===== config.mk =====
export PLATFORM = sky130hd
export DESIGN_NAME = serial_addsub
export DESIGN_NICKNAME = d
export VERILOG_FILES = /design/src/rtl/serial_addsub.sv
export SDC_FILE = /design/constraint.sdc
export NUM_CORES = 1
export LEC_CHECK = 0
export BUFFER_PORTS_ARGS = -buffer_cell sky130_fd_sc_hd__buf_2
export CAP_MARGIN = 25
export CORE_MARGIN = 3
export CORE_UTILIZATION = 48
export DETAILED_ROUTE_END_ITERATION = 16
export PLACE_DENSITY = 0.83
export RECOVER_POWER = 25
export SYNTH_ARGS = -nofsm -noshare
export SYNTH_HDL_FRONTEND = slang
export SYNTH_SLANG_ARGS = --single-unit
export TNS_END_PERCENT = 50

===== constraint.sdc =====
create_clock -name clk -period 1.1 [get_ports clk]
set_input_delay 0.22 -clock clk [delete_from_list [all_inputs] [get_ports clk]]
set_output_delay 0.22 -clock clk [all_outputs]
set_load 0.02 [all_outputs]

===== src/rtl/serial_addsub.sv =====
// rtl/serial_addsub.sv - LSB-first bit-serial adder/subtractor with start/done handshake
// Define SERIAL_ADDSUB_OVF_EN to add the registered signed-overflow output ovf.
module serial_addsub #(
   parameter int WIDTH = 8
) (
   input  logic             clk,
   input  logic             rst,
   input  logic             start,
   input  logic             sub,
   input  logic [WIDTH-1:0] a,
   input  logic [WIDTH-1:0] b,
   output logic             busy,
   output logic             done,
   output logic [WIDTH-1:0] sum,
   output logic             cout
`ifdef SERIAL_ADDSUB_OVF_EN
   ,
   output logic             ovf
`endif
);

   localparam int CW = $clog2(WIDTH);

   typedef enum logic [1:0] {
      IDLE = 2'd0,
      RUN  = 2'd1,
      DONE = 2'd2
   } state_t;

   state_t           state;
   state_t           state_nxt;
   logic [WIDTH-1:0] a_sr;
   logic [WIDTH-1:0] b_sr;
   logic [WIDTH-1:0] r_sr;
   logic             carry;
   logic [CW-1:0]    cnt;
   logic             load;
   logic             last;
   logic             bit_s;
   logic             bit_c;

   // One full-adder slice shared by every bit position.
   always_comb begin
      bit_s = a_sr[0] ^ b_sr[0] ^ carry;
      bit_c = (a_sr[0] & b_sr[0]) | (carry & (a_sr[0] ^ b_sr[0]));
      last  = (cnt == CW'(WIDTH - 1));
   end

   always_comb begin
      state_nxt = state;
      load      = 1'b0;
      busy      = 1'b0;
      done      = 1'b0;
      case (state)
         IDLE: begin
            if (start) begin
               load      = 1'b1;
               state_nxt = RUN;
            end
         end
         RUN: begin
            busy = 1'b1;
            if (last) begin
               state_nxt = DONE;
            end
         end
         DONE: begin
            done = 1'b1;
            if (start) begin
               load      = 1'b1;
               state_nxt = RUN;
            end else begin
               state_nxt = IDLE;
            end
         end
         default: begin
            state_nxt = IDLE;
         end
      endcase
   end

   always_ff @(posedge clk) begin
      if (rst) begin
         state <= IDLE;
         a_sr  <= '0;
         b_sr  <= '0;
         r_sr  <= '0;
         carry <= 1'b0;
         cnt   <= '0;
         sum   <= '0;
         cout  <= 1'b0;
`ifdef SERIAL_ADDSUB_OVF_EN
         ovf   <= 1'b0;
`endif
      end else begin
         state <= state_nxt;
         if (load) begin
            // Subtract is a + ~b + 1: the +1 enters as the initial carry.
            a_sr  <= a;
            b_sr  <= sub ? ~b : b;
            carry <= sub;
            cnt   <= '0;
         end else if (state == RUN) begin
            a_sr  <= a_sr >> 1;
            b_sr  <= b_sr >> 1;
            r_sr  <= {bit_s, r_sr[WIDTH-1:1]};
            carry <= bit_c;
            cnt   <= cnt + CW'(1);
            if (last) begin
               sum  <= {bit_s, r_sr[WIDTH-1:1]};
               cout <= bit_c;
`ifdef SERIAL_ADDSUB_OVF_EN
               // carry still holds the carry into the MSB on this edge
               ovf  <= carry ^ bit_c;
`endif
            end
         end
      end
   end

endmodule


---- After elaboration in Yosys (flattened, before gate mapping) ----
Index checks and enable logic that the tools add are counted.
cells by class
  shift operators ......................... 0
  eq/ne operators ......................... 5
  div/mod/pow operators ................... 0
  bitwise gates (word level) .............. 7
  mux-type cells .......................... 15
  reductions and logical operators ........ 7
  $mul .................................... 0
  order comparisons ....................... 0
  add/subtract/negate cells ............... 1
operators by type and width
  operator                                             count
  2-to-1 mux 8 bit                                     5
  inverter 8 bit                                       1
  2-to-1 mux 1 bit                                     7
  case mux 2 bit (3 select lines)                      1
  2-to-1 mux 2 bit                                     2
  inequality test 2 bit, second input constant         2
  AND reduction 2 bit                                  2
  OR reduction 2 bit                                   2
  adder 3 x 1 -> 3 bit, second input constant          1
  equality test 3 bit, second input constant           1
  AND reduction 3 bit                                  1
  AND 1 bit                                            2
  equality test 2 x 1 -> 1 bit, second input constant  1
  equality test 2 bit, second input constant           1
  zero test 2 bit                                      1
  nonzero test 2 bit                                   1
  bitwise XOR 1 bit                                    2
  inverter 1 bit                                       1
  bitwise OR 1 bit                                     1
word-level totals
  memory bits (writable) .................. 0
  register bits ........................... 39
  output and inout bits ................... 11
  latch bits .............................. 0
  ROM bits ................................ 0
  input port bits ......................... 20
  memories kept ........................... 0
  logic and storage cells ................. 43

---- Longest topological paths before layout ----
Gate-level depths: netlist (run 1).
  word-level depth ........................ 5
  mapped depth ............................ 6
  depth with buffers taken out ............ 5

---- Worst setup path after synthesis (run 1) ----
OpenSTA, ideal clock, no wires.
  path kind ............................... flip-flop to flip-flop
  from .................................... reg cnt[0]
  to ...................................... reg state[0]
  setup slack ............................. -0.095 ns
  required time ........................... 0.972 ns
  setup time .............................. 0.128 ns
  buffers on the path ..................... 1
  arrival ................................. 1.068 ns
  period minus slack after synthesis ...... 1.195 ns
  cell stages (with the launch flop) ...... 6
  cell sequence ........................... dfxtp_1 -> ha_1 -> ha_1 -> clkbuf_1 -> o21a_1 -> nor2_1
between the ends
  cells in the longest elaborated chain, start to end .. 3
RTL lines
  item                                    RTL line  source
  start: declaration                      36        logic [CW-1:0] cnt;
  start signal: assignment                108       cnt <= cnt + CW'(1);
  equality test 3 bit                     46        last = (cnt == CW'(WIDTH - 1));
  inequality test 2 bit (no source line)  n/a
  AND reduction 2 bit (no source line)    n/a
  end signal: assignment                  96        state <= state_nxt;
  end: declaration                        30        state_t state;
Every way passes these cells.
A chain may end at the register's enable or synchronous reset.

---- Worst setup path in the final report (run 1) ----
  from .................................... reg state[1]
  to ...................................... reg a_sr[1]
between the ends
  cells in the longest elaborated chain, start to end .. 4
  elaborated cells on any way between the ends .. 7
  those cells by class .................... 2 x eq/ne; 2 x mux; 3 x reduce/logical
RTL lines
  item                                                           RTL line  source
  equality test 2 bit / zero test 2 bit (equally long branches)  54        case (state)
  OR reduction 2 bit (no source line)                            n/a
  2-to-1 mux 1 bit                                               n/a
  2-to-1 mux 8 bit / nonzero test 2 bit (equally long branches)  n/a
  end signal: assignment                                         104       a_sr <= a_sr >> 1;
  end: declaration                                               32        logic [WIDTH-1:0] a_sr;
Several ways; a longest one is shown, not always the timed one.

==> results of run 1 <==
state kept, by name (all words and copies together), names as in the netlist:
name / cells
a_sr: 8
b_sr: 8
carry: 1
cnt: 3
cout: 1
r_sr: 7
state: 2
sum: 8
worst max path at each step:
stage                  start  endpoint  slack, ns  cells past startpoint
CTS                 state[0]      done      -0.21                      3
floorplan           state[1]     carry     -0.005                      6
global placement    state[1]   a_sr[1]      -0.07                      4
finish              state[1]   a_sr[1]      -0.30                      6
detailed placement  state[1]   a_sr[4]      -0.16                      4
global route        state[1]   a_sr[1]      -0.31                      6
per-layer routing:
metal / global-route usage, % / up-vias / wire, microns
met5: 0 / - / 0
met4: 10.8 / 0 / 161
met3: 5.62 / 15 / 296
met2: 33.9 / 74 / 2650
met1: 26.3 / 772 / 2180
li1: - / 743 / -
kinds of logic (layout without fill, tap and decap cells):
group,count (synthesis),after routing,share of synthesized area [%]
flops,38,38,47.2
buf+inv,17,65,6.45
fa+ha+maj,3,3,2.80
compound gates,38,38,16.1
mux,2,2,1.24
simple gates,79,79,21.3
xor+xnor,9,9,4.90
placed cells by master, fill, tap and decap left out, drive strengths merged, types with 7 or more instances in the layout:
master / count
a21oi: 22
nor3: 11
nand3: 15
a311oi: 7
nand2: 39
nor2: 9
xor2: 8
dfxtp: 38
buf: 54
clkbuf: 8
cell type report:
type	count	area, sq um
Timing Repair Buffer	54	517
Sequential cell	38	783
Tap cell	44	55.1
Inverter	1	8.76
Fill cell	163	658
Multi-Input combinational cell	131	1000
Timing Repair inverter	2	25.0
Clock buffer	8	78.8
synthesized netlist by cell type:
cell / count
a21oi_1: 22
a22oi_1: 4
a311oi_1: 3
a311oi_2: 4
buf_2: 7
buf_4: 3
buf_6: 2
clkbuf_1: 4
clkinv_4: 1
dfxtp_1: 38
fa_1: 1
ha_1: 2
mux2i_1: 2
nand2_1: 39
nand2b_1: 2
nand3_1: 15
nand3b_1: 1
nor2_1: 9
nor2b_1: 2
nor3_1: 11
o21a_1: 1
o22ai_1: 4
xnor2_1: 1
xor2_1: 8
timing repair:
action,4_1_cts,5_1_grt
gates resized for setup,44,69
cloned,4,0
endpoints found under the hold margin,0,0
setup endpoints to repair,35,49
pin swaps,14,14
setup buffers,8,3
power groups by stage:
stage	Sequential, uW	Combinational [uW]	Clock, uW
4_1_cts	1490	531	905
3_5_place_dp	1510	360	0
3_3_place_gp	1510	354	0
6_report	1510	613	906
5_1_grt	1510	653	956
2_1_floorplan	1510	279	0
per-stage QoR:
step / std cells / cell area [sq um] / TNS [ns] / utilization [%] / hold WS [ns]
2_1_floorplan: 186 / 1640 / -0.0232 / - / 0.356
3_3_place_gp: 256 / 1850 / -1.28 / 59.1 / 0.444
3_5_place_dp: 256 / 1850 / -2.61 / 59.1 / 0.449
4_1_cts: 276 / 2230 / -2.49 / 71.3 / 0.0837
5_1_grt: 278 / 2470 / -6.98 / 79.0 / 0.119
6_report: 278 / 2470 / -5.35 / 79.0 / 0.103
critical path, delay by kind of cell, from the launching register on:
| kind | cells | cell delay, ns |
|---|---|---|
| AO/OA/AOI/OAI | 1 | 0.35 |
| buffers and inverters | 3 | 0.34 |
| AND/OR/NAND/NOR | 2 | 0.23 |
| flip-flops | 1 | 0.35 |
==> flow_summary.json, run 1 <==
{
  "critPathRequiredTime_ns": 1.35,
  "grt_max_degree": 39,
  "yosysTopAreaCell": "dfxtp_1",
  "worstHoldStart": "a[7]",
  "cts_tree": "done",
  "dp_slack_ns": -0.163,
  "swShare_pct": 28.1,
  "gp_congestion": 0.769,
  "synth.distinct_cells": 24,
  "die_h_microns": 63.9,
  "cts_hold_buf": 0,
  "fp.coreArea_sq_um": 3130,
  "setup_viol": 40,
  "power.total_uw": 3030,
  "clk_pin_slew_ns": 0.12,
  "r2r-end": "a_sr[1]",
  "avgRoutedWirePerCell_microns": 19.0,
  "worstSetupPathType": "flip-flop to flip-flop",
  "antenna_found_initial": 0,
  "reg2reg_depth": 6,
  "timing.rr.start": "state[1]",
  "yosys_register_bits": 38,
  "setup_ws_ns": -0.296,
  "wl_microns": 5280,
  "slew_viol_final": 0,
  "synth_top_area_share_pct": 47.2,
  "grtUsageTotal_pct": 21.3,
  "diodes": 0,
  "skew_ns": 0.0125,
  "finalCritPeriodShare_pct": 127,
  "syn_area_sq_um": 1610,
  "status": "finished with violations",
  "overflow": 0,
  "dr_total_vias": 1604,
  "fin_nets": 256,
  "clkLatencyLatePin_ns": 0.36,
  "row_count": 20,
  "worst_ep_arrival_time_ns": 1.65,
  "initial_core_util_pct": 51.5,
  "drc_errors": 0,
  "path_cells": "nand2b_4 > buf_8 > buf_12 > clkinv_8 > nand2_1 > a311oi_1",
  "path_max_fanout": 8,
  "synthesis.nets": 209,
  "hold_depth": 3,
  "rrSetupSlack_ns": -0.30,
  "htree_levels": 2,
  "cts_max_path_buffers": 2,
  "die_x_microns": 63.9,
  "netlist_instances": 186,
  "clock-root-buffer": "clkbuf_4",
  "slowest_stage": "dfxtp_2",
  "drt_iter0_markers": 181,
  "seq_area_frac_synth_pct": 47.2,
  "cts.sinks": 38,
  "ys_warn_count": 0,
  "p_switching_uw": 850,
  "cp-start-kind": "flip-flop",
  "internal_power_uw": 2180,
  "finalHoldViolations": 0,
  "rsz0062_at_grt": "yes",
  "grt_pass1_vias": 1403,
  "synthToLayoutAreaGrowth_pct": 53.4,
  "hold_class": "input port to flip-flop",
  "grt_pass1_wl_microns": 6660,
  "p_per_area_nw_per_um2": 1230,
  "whs_endpoint": "a_sr[7]",
  "drtAntennaViolNets": 0,
  "portBuffers": 30,
  "power_frac_seq_pct": 49.8,
  "drive_above_1_share_pct": 57.3,
  "slew_headroom_pct": 78.7,
  "period_minus_slack_ns": 1.40,
  "crit_path_end_kind": "flip-flop",
  "p_comb_share_pct": 20.3,
  "leakage_uw": 0.000957,
  "avgViaCountPerCell": 5.77,
  "io_pins": 31,
  "slowest_delay_ns": 0.35,
  "dr.pass1.iters": 4,
  "die-area_sq_um": 4090,
  "syn_avg_cell_area_sq_um": 8.66,
  "violations": "setup timing",
  "p_clk_share_pct": 29.9,
  "worstMarginPinSlew_ns": 0.317,
  "ir_drop_mv": 0.831,
  "ys_top_cells_by_area": "dfxtp_1 47%, nand2_1 9.1%, a21oi_1 6.8%, nand3_1 4.7%, xor2_1 4.4%",
  "dp_hpwl_microns": 2130,
  "maxCapViolations": 0,
  "max_freq_mhz": 716,
  "cts_inserted_buffers": 5
}
Power figures use the tool's default switching activity.
==> run 2, diff against run 1 <==
--- a/config.mk
+++ b/config.mk
@@ -8,9 +8,9 @@
 export BUFFER_PORTS_ARGS = -buffer_cell sky130_fd_sc_hd__buf_2
 export CAP_MARGIN = 25
 export CORE_MARGIN = 3
-export CORE_UTILIZATION = 48
+export CORE_UTILIZATION = 35
 export DETAILED_ROUTE_END_ITERATION = 16
-export PLACE_DENSITY = 0.83
+export PLACE_DENSITY = 0.66
 export RECOVER_POWER = 25
 export SYNTH_ARGS = -nofsm -noshare
 export SYNTH_HDL_FRONTEND = slang
==> constraint.sdc (replaced) <==
create_clock -name clk -period 1.1 [get_ports clk]
set_input_delay 0.055 -clock clk [delete_from_list [all_inputs] [get_ports clk]]
set_output_delay 0.055 -clock clk [all_outputs]
set_load 0.02 [all_outputs]
==> run 2 against run 1 <==
Against the previous run:
- the flow still finishes with violations (setup timing)
- largest cell class unchanged
- critical endpoint is now busy
- register-to-register slack better by 0.23 ns
- first-iteration DRC count is 14% lower
- sequential share of layout area is 3.8 points higher
- via count is 13% lower
==> flow_summary.json, run 2 (same netlist as run 1, synthesis figures left out) <==
{
  "status": "finished with violations",
  "violations": "setup timing",
  "worstSetupPathType": "flip-flop to output pin",
  "row_count": 24,
  "layout_commonest_cell": "nand2_1",
  "internal_power_uw": 2200,
  "dp_hpwl_microns": 2280,
  "setup_viol": 17,
  "htree_levels": 2,
  "finalHoldViolations": 0,
  "gp_congestion": 0.788,
  "cts.sinks": 38,
  "p_comb_share_pct": 16.4,
  "dr_total_vias": 1397,
  "critPathRequiredTime_ns": 1.04,
  "overflow": 0,
  "antenna_found_initial": 0,
  "layout.cells.non_filler": 279,
  "rrSetupSlack_ns": -0.07,
  "reg_top3": "a_sr (8), b_sr (8), sum (8)",
  "leakage_uw": 0.000839,
  "finalCritPeriodShare_pct": 107,
  "cts_hold_buf": 0,
  "worst_hold_slack_ns": 0.0271,
  "cts_tree": "done",
  "clk_pin_slew_ns": 0.07,
  "grt_max_degree": 39,
  "placed_cells": 266,
  "cts_inserted_buffers": 5,
  "path_max_fanout": 4,
  "slew_headroom_pct": 82.5,
  "drt_iter0_markers": 156,
  "clkLatencyLatePin_ns": 0.28,
  "drtAntennaViolNets": 0,
  "skew_ns": 0.00267,
  "dr.pass1.iters": 4,
  "ir_drop_mv": 0.720,
  "rsz0062_at_grt": "yes",
  "worstMarginPinSlew_ns": 0.263,
  "max_freq_mhz": 847,
  "period_minus_slack_ns": 1.18,
  "drc_errors": 0,
  "portBuffers": 30,
  "setup_ws_ns": -0.0804,
  "crit_path_end_kind": "output pin",
  "p_per_area_nw_per_um2": 1370,
  "cts_max_path_buffers": 2,
  "hold_class": "input port to flip-flop",
  "die-area_sq_um": 5450,
  "die_x_microns": 73.8,
  "mostFrequentLayoutCells": "37 x nand2_1, 32 x dfxtp_1, 25 x buf_2, 20 x a21oi_1, 15 x nand3_1",
  "clock-root-buffer": "clkbuf_8",
  "die_h_microns": 73.8,
  "avgViaCountPerCell": 5.01,
  "fin_nets": 249,
  "drive_above_1_share_pct": 35.7,
  "slowest_delay_ns": 0.33,
  "slew_viol_final": 0,
  "path_cells": "nand2b_4 > clkinv_4 > buf_12 > buf_8",
  "worst_ep_arrival_time_ns": 1.13,
  "diodes": 0,
  "p_clk_share_pct": 33.2,
  "synthToLayoutAreaGrowth_pct": 34.7,
  "grt_pass1_wl_microns": 5930,
  "io_pins": 31,
  "fin_util_pct": 49.5,
  "swShare_pct": 25.9,
  "initial_core_util_pct": 36.7,
  "grt_pass1_vias": 1359,
  "avgRoutedWirePerCell_microns": 13.0,
  "cp-start-kind": "flip-flop",
  "slowest_stage": "dfxtp_2",
  "p_switching_uw": 769,
  "fp.coreArea_sq_um": 4380,
  "maxCapViolations": 0,
  "grtUsageTotal_pct": 13.7,
  "wl_microns": 3630,
  "power_frac_seq_pct": 50.4
}
## run 2: per-layer routing
metal | part of all wire, % | GRT usage (%) | vias to the layer above
li1 | - | - | 717
met1 | 48 | 18.5 | 649
met2 | 46 | 21.9 | 29
met3 | 5.1 | 3.15 | 2
met4 | 0.58 | 3.62 | 0
met5 | 0 | 0 | -
## run 2: final timing paths
| path | start | endpoint | cells past startpoint |
|---|---|---|---|
| worst max-delay path | state[1] | busy | 4 |
| worst min-delay path | a[7] | a_sr[7] | 3 |
| worst max register to register | cnt[0] | state[0] | 5 |
| worst min register to register | sum[4] | sum[4] | 2 |
## run 2: stage by stage
step	power [uW]	setup slack, ns	setup TNS (ns)	instance area [sq um]
after floorplan	1790	-0.00536	-0.0232	1640
after global placement	1910	-0.0479	-0.477	1910
after detailed placement	1920	-0.0881	-1.59	1910
after CTS	2930	-0.0729	-0.655	2060
after global routing	3110	-0.127	-2.34	2170
final	2960	-0.0804	-0.663	2170
## run 2: power by group through the flow
stage          Clock, uW  Sequential [uW]  Combinational, uW
6_report             984             1500                486
5_1_grt             1060             1500                539
4_1_cts             1010             1490                433
3_5_place_dp           0             1520                401
3_3_place_gp           0             1510                394
2_1_floorplan          0             1510                279
## run 2: critical path, delay by kind of cell, from the launching register on
kind / cells / cell delay (ns)
and+or+nand+nor: 1 / 0.18
DFF: 1 / 0.33
buffers and inverters: 3 / 0.34
## run 2: cell type report
class,instances,area (sq um)
Clock buffer,7,86.3
Fill cell,424,2220
Timing Repair Buffer,48,388
Timing Repair inverter,1,6.26
Inverter,1,8.76
Multi-Input combinational cell,131,838
Clock inverter,1,5.00
Tap cell,52,65.1
Sequential cell,38,771
## run 2: repair_timing
action,CTS,global route
cloned,1,0
endpoints found under the setup margin,34,34
setup buffers,1,3
resized for setup,16,22
pin swaps,2,5
